**src/rtl/dsp_stream_pkg.sv**
```systemverilog
// -----------------------------------------------------------------------------
// dsp_stream_pkg
//   Shared Avalon-ST beat definitions for the DSP stage, its source FIFO and
//   the DMA glue.
//
//   DSP_ST_DATA_W    : payload width of one stream beat
//   dsp_st_beat_t    : {sop, eop, data}, stored and forwarded unmodified
//   DSP_ST_BEAT_W    : total packed width of a beat
//   dsp_st_make_beat : packs the three sink fields into one beat
// -----------------------------------------------------------------------------
package dsp_stream_pkg;

   localparam int unsigned DSP_ST_DATA_W = 32;

   typedef struct packed {
      logic                     sop;
      logic                     eop;
      logic [DSP_ST_DATA_W-1:0] data;
   } dsp_st_beat_t;

   localparam int unsigned DSP_ST_BEAT_W = $bits(dsp_st_beat_t);

   function automatic dsp_st_beat_t dsp_st_make_beat(
      input logic                     sop,
      input logic                     eop,
      input logic [DSP_ST_DATA_W-1:0] data
   );
      dsp_st_beat_t b;
      b.sop  = sop;
      b.eop  = eop;
      b.data = data;
      return b;
   endfunction

endpackage : dsp_stream_pkg

```
**src/rtl/dsp_fifo_mem.sv**
```systemverilog
// -----------------------------------------------------------------------------
// dsp_fifo_mem
//   Simple dual-port beat storage: one synchronous write port, one
//   asynchronous read port. The asynchronous read lets the parent FIFO present
//   the head entry in show-ahead fashion, and maps onto MLAB on Cyclone V.
//   No reset on the array: stale contents are never observed because the
//   parent only exposes entries between its read and write pointers.
//
//   clk     : write clock
//   wr_en   : write strobe
//   wr_addr : write address
//   wr_data : beat to store
//   rd_addr : read address
//   rd_data : beat at rd_addr (combinational)
// -----------------------------------------------------------------------------
module dsp_fifo_mem
   import dsp_stream_pkg::*;
#(
   parameter  int unsigned DEPTH = 16,
   localparam int unsigned AW    = $clog2(DEPTH)
) (
   input  logic         clk,
   input  logic         wr_en,
   input  logic [AW-1:0] wr_addr,
   input  dsp_st_beat_t wr_data,
   input  logic [AW-1:0] rd_addr,
   output dsp_st_beat_t rd_data
);

   dsp_st_beat_t mem [DEPTH];

   always_ff @(posedge clk) begin
      if (wr_en) begin
         mem[wr_addr] <= wr_data;
      end
   end

   assign rd_data = mem[rd_addr];

endmodule : dsp_fifo_mem

```
**src/rtl/dsp_source_fifo.sv**
```systemverilog
// -----------------------------------------------------------------------------
// dsp_source_fifo
//   Packet buffer between the DSP stage Avalon-ST source and the
//   stream-to-memory DMA write master. Absorbs DMA backpressure, reports fill
//   level and number of complete packets held. With STORE_FORWARD=1 the DMA
//   only sees data once a whole packet is buffered, or once the buffer is full
//   (so packets longer than DEPTH cannot deadlock it).
//
//   clk, rst_n   : clock, synchronous active-low reset
//   flush        : synchronous discard of all stored beats
//   sink_*       : Avalon-ST input from DSP stage (ready latency 0)
//   source_*     : Avalon-ST output to DMA (ready latency 0, show-ahead)
//   fill_level   : beats stored, 0..DEPTH
//   pkt_count    : eop beats stored
// -----------------------------------------------------------------------------
module dsp_source_fifo
   import dsp_stream_pkg::*;
#(
   parameter  int unsigned DEPTH         = 16,
   parameter  int unsigned STORE_FORWARD = 1,
   localparam int unsigned LVL_W         = $clog2(DEPTH) + 1
) (
   input  logic                     clk,
   input  logic                     rst_n,
   input  logic                     flush,

   output logic                     sink_ready,
   input  logic [DSP_ST_DATA_W-1:0] sink_data,
   input  logic                     sink_valid,
   input  logic                     sink_sop,
   input  logic                     sink_eop,

   output logic [DSP_ST_DATA_W-1:0] source_data,
   output logic                     source_valid,
   output logic                     source_sop,
   output logic                     source_eop,
   input  logic                     source_ready,

   output logic [LVL_W-1:0]         fill_level,
   output logic [LVL_W-1:0]         pkt_count
);

   localparam int unsigned      AW       = $clog2(DEPTH);
   localparam logic [LVL_W-1:0] LVL_FULL = LVL_W'(DEPTH);

   logic [AW-1:0]    wr_ptr;
   logic [AW-1:0]    rd_ptr;
   logic [LVL_W-1:0] fill_q;
   logic [LVL_W-1:0] pkt_q;

   dsp_st_beat_t wr_beat;
   dsp_st_beat_t rd_beat;

   logic full;
   logic empty;
   logic release_ok;
   logic live;
   logic sink_ready_i;
   logic source_valid_i;
   logic wr_fire;
   logic rd_fire;
   logic wr_eop;
   logic rd_eop;

   // --------------------------------------------------------------------------
   // Handshake and release decisions, all from registered state
   // --------------------------------------------------------------------------
   always_comb begin
      full  = (fill_q == LVL_FULL);
      empty = (fill_q == '0);
      live  = rst_n && !flush;

      // Store-and-forward: a complete packet is held, or the buffer is full
      // and must drain regardless to avoid deadlock on oversized packets.
      if (STORE_FORWARD != 0) begin
         release_ok = (pkt_q != '0) || full;
      end else begin
         release_ok = 1'b1;
      end

      // No pass-through when full: a read in the same cycle does not open a slot.
      sink_ready_i   = live && !full;
      source_valid_i = live && !empty && release_ok;

      wr_fire = sink_valid && sink_ready_i;
      rd_fire = source_valid_i && source_ready;
      wr_eop  = wr_fire && sink_eop;
      rd_eop  = rd_fire && rd_beat.eop;
   end

   assign wr_beat = dsp_st_make_beat(sink_sop, sink_eop, sink_data);

   // --------------------------------------------------------------------------
   // Storage
   // --------------------------------------------------------------------------
   dsp_fifo_mem #(
      .DEPTH (DEPTH)
   ) u_mem (
      .clk     (clk),
      .wr_en   (wr_fire),
      .wr_addr (wr_ptr),
      .wr_data (wr_beat),
      .rd_addr (rd_ptr),
      .rd_data (rd_beat)
   );

   // --------------------------------------------------------------------------
   // Pointers and counters; DEPTH is a power of two so pointers wrap naturally
   // --------------------------------------------------------------------------
   always_ff @(posedge clk) begin
      if (!rst_n || flush) begin
         wr_ptr <= '0;
         rd_ptr <= '0;
         fill_q <= '0;
         pkt_q  <= '0;
      end else begin
         if (wr_fire) begin
            wr_ptr <= wr_ptr + AW'(1);
         end
         if (rd_fire) begin
            rd_ptr <= rd_ptr + AW'(1);
         end

         case ({wr_fire, rd_fire})
            2'b10:   fill_q <= fill_q + LVL_W'(1);
            2'b01:   fill_q <= fill_q - LVL_W'(1);
            default: fill_q <= fill_q;
         endcase

         case ({wr_eop, rd_eop})
            2'b10:   pkt_q <= pkt_q + LVL_W'(1);
            2'b01:   pkt_q <= pkt_q - LVL_W'(1);
            default: pkt_q <= pkt_q;
         endcase
      end
   end

   // --------------------------------------------------------------------------
   // Outputs: payload zeroed while not valid; status forced to zero in reset
   // --------------------------------------------------------------------------
   always_comb begin
      sink_ready   = sink_ready_i;
      source_valid = source_valid_i;
      source_data  = source_valid_i ? rd_beat.data : '0;
      source_sop   = source_valid_i ? rd_beat.sop  : 1'b0;
      source_eop   = source_valid_i ? rd_beat.eop  : 1'b0;
      fill_level   = rst_n ? fill_q : '0;
      pkt_count    = rst_n ? pkt_q  : '0;
   end

endmodule : dsp_source_fifo

```
**config.mk**
```make
export PLATFORM = sky130hd
export DESIGN_NAME = dsp_source_fifo
export DESIGN_NICKNAME = d
export VERILOG_FILES = /design/src/rtl/dsp_stream_pkg.sv /design/src/rtl/dsp_fifo_mem.sv /design/src/rtl/dsp_source_fifo.sv
export SDC_FILE = /design/constraint.sdc
export NUM_CORES = 1
export LEC_CHECK = 0
export CORE_MARGIN = 2
export CORE_UTILIZATION = 35
export CTS_CLUSTER_SIZE = 40
export DETAILED_ROUTE_END_ITERATION = 10
export DONT_BUFFER_PORTS = 1
export PLACE_DENSITY_LB_ADDON = 0.15
export SLEW_MARGIN = 20
export SYNTH_ARGS = -nofsm -noshare
export SYNTH_HDL_FRONTEND = slang
export SYNTH_SLANG_ARGS = --single-unit
```
**constraint.sdc**
```tcl
create_clock -name clk -period 12.78 [get_ports clk]
set_input_delay 3.834 -clock clk [delete_from_list [all_inputs] [get_ports clk]]
set_output_delay 3.834 -clock clk [all_outputs]
set_load 0.01 [all_outputs]
```
-- Yosys cells after proc, flatten, opt, wreduce, memory -nomap -nowiden
Memories as Yosys holds them, arrays and structs flattened. A register that Yosys moved wholly into a read port is not among the register bits.
Index checks and enable logic that the tools add are counted.
- register bits after elaboration: 18
- memory bits (writable): 544
- bits of input ports: 39
- output and inout port bits: 46
- logic and storage cells: 45
- memories: 1
- add/sub/neg operators: 6
- equality and inequality tests: 5
- mux-type cells: 11
- reductions and logical operators: 18
- memory list (name ; depth ; width ; rd ports ; clocked after memory_dff ; write ports ; line ; text):
    u_mem.mem ; 16 ; 34 ; 1 ; 1 ; 1 ; dsp_fifo_mem.sv:30 ; dsp_st_beat_t mem [DEPTH];
- operator list (cell ; count):
    $mux W32 ; 1
    $pmux W5 S2 ; 2
    $add A5 B1 Y5 const B ; 2
    $mux W5 ; 2
    $sub A5 B1 Y5 const B ; 2
    $add A4 B1 Y4 const B ; 2
    $logic_and A1 B1 Y1 ; 8
    $mux W4 ; 2
    $eq A5 B5 Y1 const B ; 1
    $logic_not A5 Y1 ; 1
    $reduce_bool A5 Y1 ; 1
    $eq A2 B1 Y1 const B ; 2
    $eq A2 B2 Y1 const B ; 2
    $logic_not A1 Y1 ; 4
    $mux W1 ; 4
    $reduce_bool A2 Y1 ; 2
    $logic_or A1 B1 Y1 ; 2

-- Depth between registers and ports, before layout
Gate-level depths: netlist of the first run.
- depth after elaboration: 8
- gate-level depth with buffers: 15
- depth with buffers taken out: 13

-- Cells and area by module
Synthesis of the first run repeated with hierarchy kept, for this count alone.
- cell total of the unflattened synthesis: 1045
- area total of the unflattened synthesis: 21934.8 sq um
- by module, submodules not included (module ; times used ; cells each ; area an instance (sq um) ; seq. area each (sq um)):
    dsp_fifo_mem ; 1 ; 854 ; 20395.8 ; 16335.7
    dsp_source_fifo ; 1 ; 191 ; 1539.0 ; 360.3

-- Worst setup path after synthesis of the first run
No wires, ideal clock.
- path kind: input to output
- from: in flush
- to: out source_data[10]
- arrival time: 5.007 ns
- required time: 8.946 ns
- setup slack: 3.939 ns
- stages: 6
- buffers on the path: 3
- cell sequence: nand2b_1 clkbuf_1 or3_1 buf_6 buf_12 nor3_2
- cells in the longest elaborated chain, start to end: 5
- ends and longest elaborated chain (element ; line ; text):
    start: declaration ; dsp_source_fifo.sv:25 ; input logic flush,
    $logic_not A1 Y1 ; dsp_source_fifo.sv:71 ; live = rst_n && !flush;
    $logic_and A1 B1 Y1 ; dsp_source_fifo.sv:71 ;
    $logic_and A1 B1 Y1 (2 in a row) ; dsp_source_fifo.sv:83 ; source_valid_i = live && !empty && release_ok;
    $mux W32 ; dsp_source_fifo.sv:144 ; source_data = source_valid_i ? rd_beat.data : '0;
    end: declaration ; dsp_source_fifo.sv:33 ; output logic [DSP_ST_DATA_W-1:0] source_data,
Every way passes these cells.

-- Final worst setup path of the first run
- from: in flush
- to: out source_sop
- cells in the longest elaborated chain, start to end: 5
- ends and longest elaborated chain (element ; line ; text):
    $logic_not A1 Y1 ; dsp_source_fifo.sv:71 ;
    $logic_and A1 B1 Y1 ; dsp_source_fifo.sv:71 ;
    $logic_and A1 B1 Y1 (2 in a row) ; dsp_source_fifo.sv:83 ;
    $mux W1 ; dsp_source_fifo.sv:145 ; source_sop = source_valid_i ? rd_beat.sop : 1'b0;
    end: declaration ; dsp_source_fifo.sv:35 ; output logic source_sop,
Every way passes these cells.

==> impl_results.md, run 1 <==
* Routed length per placed instance at 26.0 um
* Final slew viol count at 0
* Register area share after synthesis at 0.768
* Measured slew at the worst slew-check pin at 0.942 ns
* First-pass GRT wire length at 73200 um
* Synth warnings at 0
* Max H-tree Level at 2
* Synth top area cells: edfxtp_1, mux4_2, dfxtp_1
* GR Overflow Total at 0
* Clk root buf: clkbuf_16
* HPWL Detailed at 27000 um
* Gates resized, CTS repair at 0
* Synth Cell Area at 0.0218 mm^2
* Synth top area share at 0.748
* Port Buf Inserts at 0
* Top_reg_cell synth: edfxtp_1
* Post-layout nets at 1096
* # IOs at 85
* Worst setup path category: in -> out
* Crit-path max FO at 35
* Clk buf depth at 3
* Worst setup margin at 3.48 ns
* CP arrival at 5.46 ns
* Worst VDD drop at 0.0979 mV
* Die width at 254 um
* DRT iter0 DRCs at 754
* RSZ-0062 raised after global routing: false
* FMAX at 108 MHz
* Critical Path Slowest Stage Cell: nor3_1
* Core area at 0.0617 mm^2
* Worst path max stage delay at 0.48 ns
* Post-synth net total at 1068
* Final WL at 50200 um
* Layout cells sized above 1 at 0.275
* Number of synthesized flops with an enable pin at 544
* Worst EP required at 8.95 ns
* Tcrit/Tclk final at 0.727
* Crit-path cells: nand2b_1 > buf_4 > or3_2 > buf_4 > nor3_1
* Outcome: completed
* Syn Inst Count at 1015
* Starting Density at 0.354
* #FFs+latches synth at 566
* Synth async-reset ratio at 0
* Vias per cell at 5.17
* CTS Buf Count at 59
* Setup TNS at 0 ns
* Top cell type by total area after synthesis: edfxtp_1
* Setup bufs post-CTS at 0
* N_diodes at 0
* Hold crit path type: reg -> reg
* Setup WS pre-CTS at 3.44 ns
* CP endpoint kind: primary output
* Most common cell in the synthesized netlist: edfxtp_1
* Power density over the cells at 149 mW/mm^2
* GRT Overall Usage at 0.158
* Mean Syn Cell Area at 21.5 um^2
* DRT Pass-1 Iters at 5
* Post-DRT Antenna Nets at 0
* Clock Latency Late Sink at 0.60 ns
* Largest net degree at the start of global routing at 59
* Vias in the first global route at 10600
* Worst hold margin at 0.514 ns
* Post-cts hold buffer count at 0
* Cell mode on critical path: buf_4
* Yosys cell types at 42
* Worst Skew at 0.0146 ns
* Die height at 254 um
* Leakage power at 7.32 nW
* Vias at 9970
* Final Hold Vio Count at 0
* Startpoint types: input pin
* Rel. slew slack at 0.372
* Tmin final at 9.30 ns
* DRC at 0
* Initial antenna violation count at 0
* Site Rows at 91
* Clk slew on worst S/H paths at 0.06 ns
* Synth cell count leaders: edfxtp_1, mux4_2, o22ai_1
* Syn-to-layout area delta at 13.4%
* Setup-failing EPs final at 0
* Clock sinks at 566
* DIE AREA at 0.0644 mm^2
* GPL Wtd Cong at 0.696
* TritonCTS clock tree: done
* Tot Pwr at 3.69 mW
* Core Util, Final at 0.401
* Max cap viols at 0
## worst max-delay path, delay by kind of cell
kind | cells | cell delay [ns]
and+or+nand+nor | 3 | 1.05
buffers and inverters | 2 | 0.55
## kinds of logic after synthesis
kind of cell / synth area share
DFF: 0.768
muxes: 0.141
and+or+nand+nor: 0.0360
AOI/OAI and AO/OA: 0.0270
buffers and inverters: 0.0154
adders and majority gates: 0.00837
xor gates and xnor gates: 0.00361
## layer usage
layer / routed length [um] / up-vias / GRT usage
li1: - / 4317 / -
met2: 25100 / 178 / 0.269
met5: 0 / - / 0
met4: 979 / 0 / 0.0413
met3: 1900 / 67 / 0.0247
met1: 22300 / 5408 / 0.213
## layout by cell type (no fill, tap or decap), drive strengths merged, types with 5 or more instances in the layout
cell    Yosys  final
edfxtp    544    544
dfxtp      22     22
and2       13     13
nand2b      5      5
xor2        5      5
a21oi      10     10
inv        11     12
mux4      136    136
nor3       42     42
nand3       6      6
o21ai       9      9
clkinv      0     30
ha         13     13
o22ai      67     67
buf        25     26
nor2       28     28
nand2      13     13
clkbuf     34     73
## cell type report
cell class / instances / area (um^2)
Fill cell: 5548 / 37000
Sequential cell: 566 / 16800
Multi-Input combinational cell: 379 / 4840
Clock buffer: 73 / 1550
Tap cell: 837 / 1050
Clock inverter: 37 / 288
Timing Repair Buffer: 26 / 199
Inverter: 11 / 41.3
## sequential cells by signal, indices dropped and copies added, names as in the netlist, named ones only
| signal | flops |
|---|---|
| u_mem.mem | 544 |
| fill_q | 5 |
| pkt_q | 5 |
| rd_ptr | 4 |
| wr_ptr | 4 |
## report_power, final
| group | internal (mW) | total [mW] | switching (mW) |
|---|---|---|---|
| Combinational | 0.00855 | 0.0218 | 0.0133 |
| Sequential | 2.04 | 2.04 | 0.00164 |
| Clock | 0.937 | 1.64 | 0.698 |
| Total | 2.98 | 3.69 | 0.713 |
## metrics by stage
| stage | cell area (um^2) | cells |
|---|---|---|
| after global routing | 24800 | 1929 |
| after floorplan | 21800 | 1015 |
| after detailed placement | 22900 | 1819 |
| final | 24800 | 1929 |
| after global placement | 22900 | 1819 |
| after CTS | 24700 | 1929 |
## worst paths after layout
kind	end	slack, ns	cells past startpoint	startpoint
setup / recovery	source_sop	3.48	5	flush
hold / removal	flip-flop	0.51	2	rd_ptr[1]
setup reg to reg	pkt_q[4]	7.96	14	flip-flop
hold reg to reg	flip-flop	0.51	2	rd_ptr[1]
(Power assumes the default switching activity.)
==> run 2, diff against run 1 <==
Clock period 12.78 ns to 7.5 ns, I/O delays scaled along.
==> impl_results.md, run 2 (same netlist as run 1, synthesis figures left out) <==
* FMAX at 159 MHz
* Largest register FFs at 544
* Tot Pwr at 6.37 mW
* Hold crit path type: reg -> reg
* Clk slew on worst S/H paths at 0.05 ns
* Worst VDD drop at 0.171 mV
* TritonCTS clock tree: done
* Clk root buf: clkbuf_16
* DIE AREA at 0.0644 mm^2
* First-pass GRT wire length at 72700 um
* DRT Pass-1 Iters at 5
* Flop-to-flop setup slack at 3.47 ns
* Top Registers: u_mem.mem: 544 flops, fill_q: 5 flops, pkt_q: 5 flops
* Post-cts hold buffer count at 0
* Worst Reg-to-Reg Cells at 13
* DRT iter0 DRCs at 616
* Clock sinks at 566
* Final Hold Vio Count at 0
* Rel. slew slack at 0.250
* Setup TNS at 0 ns
* Crit-path max FO at 18
* Starting Density at 0.354
* FF-to-FF End: pkt_q[4]
* Met1 Track Usage GR at 0.204
* Vias at 9893
* Site Rows at 91
* Routed length per placed instance at 25.5 um
* GPL Wtd Cong at 0.690
* Post-layout nets at 1102
* Largest net degree at the start of global routing at 50
* Clk buf depth at 3
* Core area at 0.0617 mm^2
* Final slew viol count at 0
* Final WL at 49300 um
* Port Buf Inserts at 0
* Measured slew at the worst slew-check pin at 1.13 ns
* Most common cell after layout, fill and taps aside: edfxtp_1
* Most frequent cells in the layout: edfxtp_1, mux4_2, o22ai_1
* GR Overflow Total at 0
* Syn-to-layout area delta at 14.0%
* Gates resized, CTS repair at 0
* Max H-tree Level at 2
* Busiest layer in global routing: met2
* Setup bufs post-CTS at 0
* Startpoint types: input pin
* Setup-failing EPs final at 0
* Layout cells sized above 1 at 0.279
* Worst Min Path Start: rd_ptr[3]
* Clock Latency Late Sink at 0.64 ns
* Die height at 254 um
* Reg2reg start: fill_q[0]
* Outcome: completed
* Leakage power at 7.39 nW
* CTS Buf Count at 60
* N_diodes at 0
* Post-DRT Antenna Nets at 0
* Worst Skew at 0.0256 ns
* Initial antenna violation count at 0
* CP endpoint kind: primary output
* Vias per cell at 5.12
* Max cap viols at 0
* Vias in the first global route at 10700
* HPWL Detailed at 27900 um
* Largest Register: u_mem.mem
* Met3 Usage GRT at 0.0329
* Die width at 254 um
* Tcrit/Tclk final at 0.839
* CP arrival at 4.04 ns
* Worst EP required at 5.25 ns
* GRT Overall Usage at 0.157
* Hold depth at 2
* # IOs at 85
* RSZ-0062 raised after global routing: false
* GR met2 Demand/Resource at 0.270
* Tmin final at 6.29 ns
* DRC at 0
* Power density over the cells at 256 mW/mm^2
* Worst setup path category: in -> out
[run 2: area by class of cell]
cell class | instances | area, um^2
fillers | 5538 | 36800
flip-flops and latches | 566 | 16800
multi-input cells | 379 | 4840
clock buffers | 71 | 1540
well taps | 837 | 1050
clock inverters | 39 | 358
repair buffers | 31 | 278
inverters | 11 | 41.3
[run 2: metrics by stage]
stage,setup slack [ns],instance area [um^2],hold WS [ns],std cells,util
finish,1.21,24900,0.525,1934,0.403
CTS,1.14,24900,0.529,1932,0.403
floorplan,1.47,21800,0.467,1015,-
global route,1.10,24900,0.578,1934,0.403
detailed placement,1.14,23000,0.513,1822,0.372
global placement,1.18,22900,0.514,1821,0.371
[run 2: power breakdown]
part	total [mW]	leakage [nW]	internal [mW]	switching, mW
Clock	2.86	0.926	1.64	1.22
Sequential	3.47	5.07	3.47	0.00272
Combinational	0.0369	1.39	0.0149	0.0220
[run 2: worst max path at each step]
stage / from / to / slack, ns / depth (start not counted)
after CTS: flush / source_data[0] / 1.14 / 4
after detailed placement: flush / source_data[0] / 1.14 / 4
after global placement: flush / source_data[0] / 1.18 / 4
after floorplan: rst_n / u_mem.mem[3][0] / 1.47 / 6
final: flush / source_data[0] / 1.21 / 4
after global routing: flush / source_data[0] / 1.10 / 4
[run 2: layer usage]
layer | share of wire | vias to the layer above
met3 | 0.045 | 65
li1 | - | 4337
met4 | 0.018 | 0
met2 | 0.50 | 150
met5 | 0 | -
met1 | 0.43 | 5341
[run 2: worst max-delay path, cell delays in order]
cell and delay (ns):
nand2b_1 0.13, or3_2 0.78, buf_4 0.38, nor3_1 0.42
==> run 3, diff against run 2 <==
Clock period 7.5 ns to 6.5 ns, I/O delays scaled along.
==> impl_results.md, run 3 (same netlist as run 1, synthesis figures left out) <==
* Filler cell count at 5496
* Clk buf depth at 3
* Port Buf Inserts at 0
* Syn-to-layout area delta at 14.5%
* FMAX at 177 MHz
* Startpoint types: input pin
* Tot Pwr at 7.46 mW
* Max cap viols at 0
* DRC at 0
* Core area at 0.0617 mm^2
* RSZ-0062 raised after global routing: false
* Worst Min Path Start: rd_ptr[1]
* Largest Register: u_mem.mem
* Core Util, Final at 0.405
* Outcome: completed
* Setup-failing EPs final at 0
* Top Registers: u_mem.mem: 544 flops, fill_q: 5 flops, pkt_q: 5 flops
* Tcrit/Tclk final at 0.869
* Die height at 254 um
* Reg2reg start: fill_q[0]
* Final Hold Vio Count at 0
* Clock sinks at 566
* TritonCTS clock tree: done
* WL met2 at 25400 um
* Vias at 10100
* Layout cells sized above 1 at 0.278
* Tmin final at 5.65 ns
* GR Overflow Total at 0
* Max H-tree Level at 2
* Clk root buf: clkbuf_16
* Most frequent cells in the layout: edfxtp_1, mux4_2, o22ai_1
* Starting Density at 0.354
* GPL Wtd Cong at 0.703
* Worst setup path category: in -> out
* First-pass GRT wire length at 74400 um
* HPWL Detailed at 27900 um
* Final WL at 51000 um
* Setup WS pre-CTS at 0.775 ns
* Routed length per placed instance at 26.3 um
* Critical Path Source: flush
* Post-cts hold buffer count at 0
* Die width at 254 um
* DRT iter0 DRCs at 957
* DIE AREA at 0.0644 mm^2
* Site Rows at 91
* Flop-to-flop setup slack at 2.37 ns
* DRT Pass-1 Iters at 5
* Rel. slew slack at 0.285
* Worst Reg-to-Reg Cells at 13
* Met3 wire length at 2060 um
* CTS Buf Count at 61
* Hold crit path type: reg -> reg
* Leakage power at 7.43 nW
* Clk slew on worst S/H paths at 0.06 ns
* Setup bufs post-CTS at 0
* CP arrival at 3.70 ns
* Initial antenna violation count at 0
* Worst Skew at 0.0168 ns
* Largest register FFs at 544
* Vias per cell at 5.18
* Measured slew at the worst slew-check pin at 1.07 ns
* Worst VDD drop at 0.226 mV
* Met1 Wirelength at 22300 um
* Setup TNS at 0 ns
* Top routing layer used: met4
* Post-DRT Antenna Nets at 0
* FF-to-FF End: pkt_q[4]
* Power density over the cells at 299 mW/mm^2
* Setup crit end: source_eop
* Vias in the first global route at 10600
* Worst setup margin at 0.851 ns
* Post-layout nets at 1107
* GRT Overall Usage at 0.162
* Clock Latency Late Sink at 0.61 ns
* Largest net degree at the start of global routing at 39
* CP endpoint kind: primary output
* Most common cell after layout, fill and taps aside: edfxtp_1
* Gates resized, CTS repair at 0
* N_diodes at 0
* Final slew viol count at 0
* # IOs at 85
* Crit-path max FO at 22
* Worst EP required at 4.55 ns
## run 3: cell types whose count changed in the layout (fill, tap and decap cells not counted), moves of 2 or more
| cell | before | now |
|---|---|---|
| clkinv_2 | 11 | 4 |
| clkbuf_1 | 11 | 16 |
| buf_4 | 28 | 31 |
| buf_12 | 2 | 4 |
| bufinv_16 | 5 | 7 |
| clkbuf_16 | 60 | 62 |
| clkinv_1 | 18 | 20 |
| clkinv_4 | 0 | 2 |
| inv_16 | 2 | 0 |
## run 3: report_power, final
group,total (mW),switching (mW),internal [mW]
registers,4.01,0.00292,4.00
logic,0.0444,0.0271,0.0173
clock network,3.41,1.40,2.02
total,7.46,1.43,6.04
## run 3: per-stage QoR
| step | std cells | instance area (um^2) | hold slack, ns |
|---|---|---|---|
| 2_1_floorplan | 1015 | 21800 | 0.467 |
| 3_3_place_gp | 1828 | 23000 | 0.519 |
| 3_5_place_dp | 1828 | 23000 | 0.517 |
| 4_1_cts | 1942 | 25000 | 0.527 |
| 5_1_grt | 1942 | 25000 | 0.557 |
| 6_report | 1942 | 25000 | 0.518 |
## run 3: layer usage
metal | vias to the layer above | GRT usage
li1 | 4352 | -
met1 | 5433 | 0.216
met2 | 200 | 0.272
met3 | 71 | 0.0289
met4 | 0 | 0.0454
met5 | - | 0
## run 3: final cells by class
cell class                      instances  area (um^2)  share of cell area
Clock inverter                         36          354              0.0142
Multi-Input combinational cell        379         4840               0.194
Tap cell                              837         1050              0.0419
Timing Repair Buffer                   35          313              0.0125
Inverter                               11         41.3             0.00165
Sequential cell                       566        16800               0.672
Clock buffer                           78         1610              0.0645
## run 3: how the worst min path moves through the flow
stage / end / depth (start not counted)
floorplan: pkt_q[4] / 2
global placement: rd_ptr[3] / 2
detailed placement: flip-flop / 2
CTS: flip-flop / 2
global route: pkt_q[4] / 2
finish: flip-flop / 2
## run 3: worst max-delay path, stage by stage
cell	delay, ns
nand2b_1	0.13
or3_2	0.83
buf_4	0.39
inv_1	0.18
and2_1	0.21
